$ cat config.mk
export PLATFORM = sky130hd
export DESIGN_NAME = flopfifo
export DESIGN_NICKNAME = d
export VERILOG_FILES = /design/src/rtl/flopfifo_pkg.sv /design/src/rtl/flopfifo_fifoptr.sv /design/src/rtl/flopfifo.sv
export SDC_FILE = /design/constraint.sdc
export NUM_CORES = 1
export LEC_CHECK = 0
export BUFFER_PORTS_ARGS = -buffer_cell sky130_fd_sc_hd__buf_2
export CAP_MARGIN = 20
export CELL_PAD_IN_SITES_DETAIL_PLACEMENT = 1
export CELL_PAD_IN_SITES_GLOBAL_PLACEMENT = 1
export CORE_ASPECT_RATIO = 1.2
export CORE_MARGIN = 2
export CORE_UTILIZATION = 53
export DETAILED_ROUTE_END_ITERATION = 8
export MAX_ROUTING_LAYER = met4
export PLACE_DENSITY_LB_ADDON = 0.08
export SYNTH_ARGS = -nofsm -noshare
export SYNTH_HDL_FRONTEND = slang
export SYNTH_SLANG_ARGS = --single-unit
$ cat constraint.sdc
create_clock -name ph1 -period 5 [get_ports ph1]
set_input_delay 1 -clock ph1 [delete_from_list [all_inputs] [get_ports ph1]]
set_output_delay 1 -clock ph1 [all_outputs]
set_load 0.1 [all_outputs]
$ cat src/rtl/flopfifo_pkg.sv
// Shared constants and helpers for the flopfifo block.
package flopfifo_pkg;

    localparam int DEFAULT_WIDTH = 32;
    localparam int DEFAULT_DEPTH = 4;

    // Pointer width for a modulo-d pointer.
    function automatic int fifo_ptrw(input int d);
        return (d > 1) ? $clog2(d) : 1;
    endfunction

endpackage

$ cat src/rtl/flopfifo_fifoptr.sv
// Modulo-N pointer register with synchronous reset/clear and increment enable.
module fifoptr
    import flopfifo_pkg::*;
#(
    parameter int N = DEFAULT_DEPTH
) (
    input  logic                    ph1,
    input  logic                    reset,
    input  logic                    clear,
    input  logic                    inc,
    output logic [fifo_ptrw(N)-1:0] ptr
);

    localparam int PW = fifo_ptrw(N);

    always_ff @(posedge ph1) begin
        if (reset || clear) begin
            ptr <= '0;
        end else if (inc) begin
            ptr <= (ptr == PW'(N - 1)) ? '0 : ptr + 1'b1;
        end
    end

endmodule

$ cat src/rtl/flopfifo.sv
// Synchronous show-ahead FIFO with occupancy count and sticky misuse flag.
module flopfifo
    import flopfifo_pkg::*;
#(
    parameter int WIDTH = DEFAULT_WIDTH,
    parameter int DEPTH = DEFAULT_DEPTH
) (
    input  logic                      ph1,
    input  logic                      reset,
    input  logic                      clear,
    input  logic                      wr_en,
    input  logic [WIDTH-1:0]          wr_data,
    input  logic                      rd_en,
    output logic [WIDTH-1:0]          rd_data,
    output logic                      empty,
    output logic                      full,
    output logic [fifo_ptrw(DEPTH):0] count,
    output logic                      err
);

    localparam int PW = fifo_ptrw(DEPTH);
    localparam int CW = PW + 1;

    logic [WIDTH-1:0] mem [DEPTH];
    logic [PW-1:0]    wp;
    logic [PW-1:0]    rp;
    logic [DEPTH-1:0] we;
    logic             push;
    logic             pop;
    logic             bad_push;
    logic             bad_pop;

    assign empty    = (count == '0);
    assign full     = (count == CW'(DEPTH));
    // A full FIFO still accepts a push when a pop frees the head slot this edge.
    assign push     = wr_en && (!full || rd_en);
    assign pop      = rd_en && !empty;
    assign bad_push = wr_en && full && !rd_en;
    assign bad_pop  = rd_en && empty && !wr_en;

    fifoptr #(.N(DEPTH)) u_wp (
        .ph1   (ph1),
        .reset (reset),
        .clear (clear),
        .inc   (push),
        .ptr   (wp)
    );

    fifoptr #(.N(DEPTH)) u_rp (
        .ph1   (ph1),
        .reset (reset),
        .clear (clear),
        .inc   (pop),
        .ptr   (rp)
    );

    // NOTE: default every always_comb output first so no latch is inferred.
    always_comb begin
        we = '0;
        if (push) we[wp] = 1'b1;
    end

    // NOTE: storage has no reset; emptiness is tracked by count, and rd_data is forced to 0 when empty.
    always_ff @(posedge ph1) begin
        for (int i = 0; i < DEPTH; i++) begin
            if (we[i]) mem[i] <= wr_data;
        end
    end

    always_ff @(posedge ph1) begin
        if (reset || clear) begin
            count <= '0;
            err   <= 1'b0;
        end else begin
            count <= count + CW'(push) - CW'(pop);
            if (bad_push || bad_pop) err <= 1'b1;
        end
    end

    assign rd_data = empty ? '0 : mem[rp];

endmodule

==> reports/qor.yml <==
synth.cell_area_um2: 5390
hold_buffers: 0
slew_headroom_pct: 30.21
ant_nets: 0
synthAdderAreaFrac_pct: 1.996
post-route-drc-count: 0
r2r-start: "count[1]$_SDFF_PP0_"
grt_max_degree: 33
synth_flop_cell: "edfxtp_1"
path_buf_inv: 2
viasPerCell: 5.504
synth_compound_area_share_pct: 0.9517
place_worst_setup_slack_ps: 1625
fmax_mhz: 283.2
totalWireLength_mm: 10.07
ir_worst_vdd_mv: 0.2646
clkLatencyLatePin_ps: 410
ys_warn_count: 0
avgSynthCellArea_um2: 20.81
synth-edff-count: 128
synthMuxAreaShare_pct: 13.74
post-route-period-util_pct: 70.62
numCtsBuffers: 17
skew_ps: 4.019
cts_tree: "yes"
synth.largest_area_cell: "edfxtp_1"
core_area_um2: 9960
synth-seq-cells: 138
firstDrtPassIters: 4
synth_common_cells: "edfxtp_1, mux4_2, nor2b_1"
r2r_end: "count[2]$_SDFF_PP0_"
power_w: 0.002938
start_kind: "flop"
synthXorXnorAreaFrac_pct: 0.3250
synth_top_family_by_area: "multiplexers"
critPathMaxStageDelay_ps: 890
die_area_um2: 11000
tightestPinTransition_ps: 1043
first_global_vias: 2878
synth_area_leaders: "edfxtp_1, mux4_2, dfxtp_1"
grt.total_usage_pct: 20.79
worst_slack_ps: 1469
rsz0062_at_grt: "false"
hp-start: "err$_SDFFE_PP0P_"
cts_sinks: 138
hold_path.class: "reg -> reg"
synth-simple-area-share_pct: 5.850
required_ps: 4000
layout.cells.non_filler: 484
diodes: 0
yosysTopAreaCellShare_pct: 71.31
fin_setup_tns_ps: 0
post-cts-setup-buffers: 0
cp_top_family: "simple AND/OR/NAND/NOR gates"
cp_max_fo: 22
cp.arrival_ps: 2530
hold-path-endpoint: "err$_SDFFE_PP0P_"
drive_gt1_share_pct: 41.62
drtIter0Drc: 197
fp.dieH_um: 114.5
area_growth_pct: 20.06
drv_cap: 0
wl_per_cell_um: 20.80
end_kind: "output pin"
via_count: 2664
gp_congestion: 0.7013
antenna_found_initial: 0
io_buffer_count: 74
row_count: 40
cts_root_buf: "clkbuf_16"
htreeDepth: 4
cts_buffer_depth: 2
nNetsFinal: 390
holdPathStages: 2
reg2regPathDepth: 9
slew_viol_final: 0
ys_types: 26
synth.most_common_cell: "edfxtp_1"
syn-num-nets: 304
crit_type: "reg -> out"
die_width_um: 96.06
placedCellCount: 451
ys_seq_area_share_pct: 75.02
p_leak_nw: 2.306
initial_core_util_pct: 54.12
crit_chain: "nor3_4 -> buf_4 -> and2b_1 -> buf_2"
r2r_slack_ps: 2490
async_flop_share_pct: 0
p_per_area_nw_per_um2: 454.0
slowest_stage: "nor3_4"
period_needed_ps: 3531
syn_inst: 259
clk_pin_slew_ps: 50
finalHoldViolCount: 0
setup_viol: 0
top_level_ports: 75
cts_resized: 0
grt_overflow_total: 0
hpwl_mm: 5.738
grt_first_pass_wirelength_mm: 15.37
status: "finished clean"
## through the flow
| step | utilization (%) | hold WS, ps | cell area, um2 |
|---|---|---|---|
| after global routing | 64.97 | 510.1 | 6471 |
| after floorplan | - | 467.7 | 5390 |
| after global placement | 58.91 | 471.0 | 5867 |
| after CTS | 64.77 | 492.5 | 6451 |
| after detailed placement | 58.91 | 485.5 | 5867 |
| final | 64.97 | 487.8 | 6471 |
## final cells by class
type	count	area [um2]
tap	126	157.7
inverter	9	33.78
fill	863	3488
sequential	138	4046
clock inverter	14	155.1
multi-input combinational	102	1244
clock buffer	18	429.2
timing repair buffer	77	405.4
## tightest hold or removal path, delay by kind of cell (launching register included)
kind / cells / cell delay [ps]
AOI/OAI and AO/OA: 1 / 50
DFF: 1 / 320
buffers and inverters: 1 / 70
## routing by layer
metal / GRT usage, % / wire length, um / vias to the layer above
li1: - / - / 1197
met1: 24.83 / 4086 / 1383
met2: 33.43 / 5399 / 72
met3: 6.847 / 418 / 12
met4: 6.857 / 161 / 0
met5: - / 0 / -
## where the power goes
group          switching, W  leakage [nW]  total (W)  internal (W)
logic              0.000322         0.766   0.000408     0.0000865
clock network      0.000442         0.283    0.00122      0.000776
registers         0.0000134          1.26    0.00131       0.00130
total              0.000777          2.31    0.00294       0.00216
## sequential cells by signal (all words and copies together), names as in the netlist, named ones only
register and flops:
count 3, mem 128, u_wp.ptr 2, err 1, u_rp.ptr 2
## cell usage in the layout (no fill, tap or decap), types with 6 or more instances in the layout
| master | count |
|---|---|
| clkinv_2 | 6 |
| mux4_2 | 32 |
| nand2_1 | 6 |
| buf_2 | 74 |
| clkbuf_16 | 17 |
| dfxtp_1 | 8 |
| ha_1 | 7 |
| inv_1 | 9 |
| edfxtp_1 | 128 |
| nor2b_1 | 27 |
## cells by family after synthesis
kind of cell               after synthesis
adders and majority gates                8
and+or+nand+nor                         52
AOI/OAI and AO/OA                        6
xor gates and xnor gates                 2
muxes                                   34
buffers and inverters                   19
DFF                                    138
## how the worst max path moves through the flow
stage                              startpoint     endpoint  cells after the start
after floorplan           count[1]$_SDFF_PP0_  rd_data[10]                      3
after global placement                   flop  rd_data[27]                      4
after detailed placement                 flop  rd_data[27]                      4
after CTS                                flop  rd_data[25]                      4
after global routing      count[1]$_SDFF_PP0_  rd_data[22]                      4
final                     count[1]$_SDFF_PP0_  rd_data[22]                      4
Power figures use the tool's default switching activity.
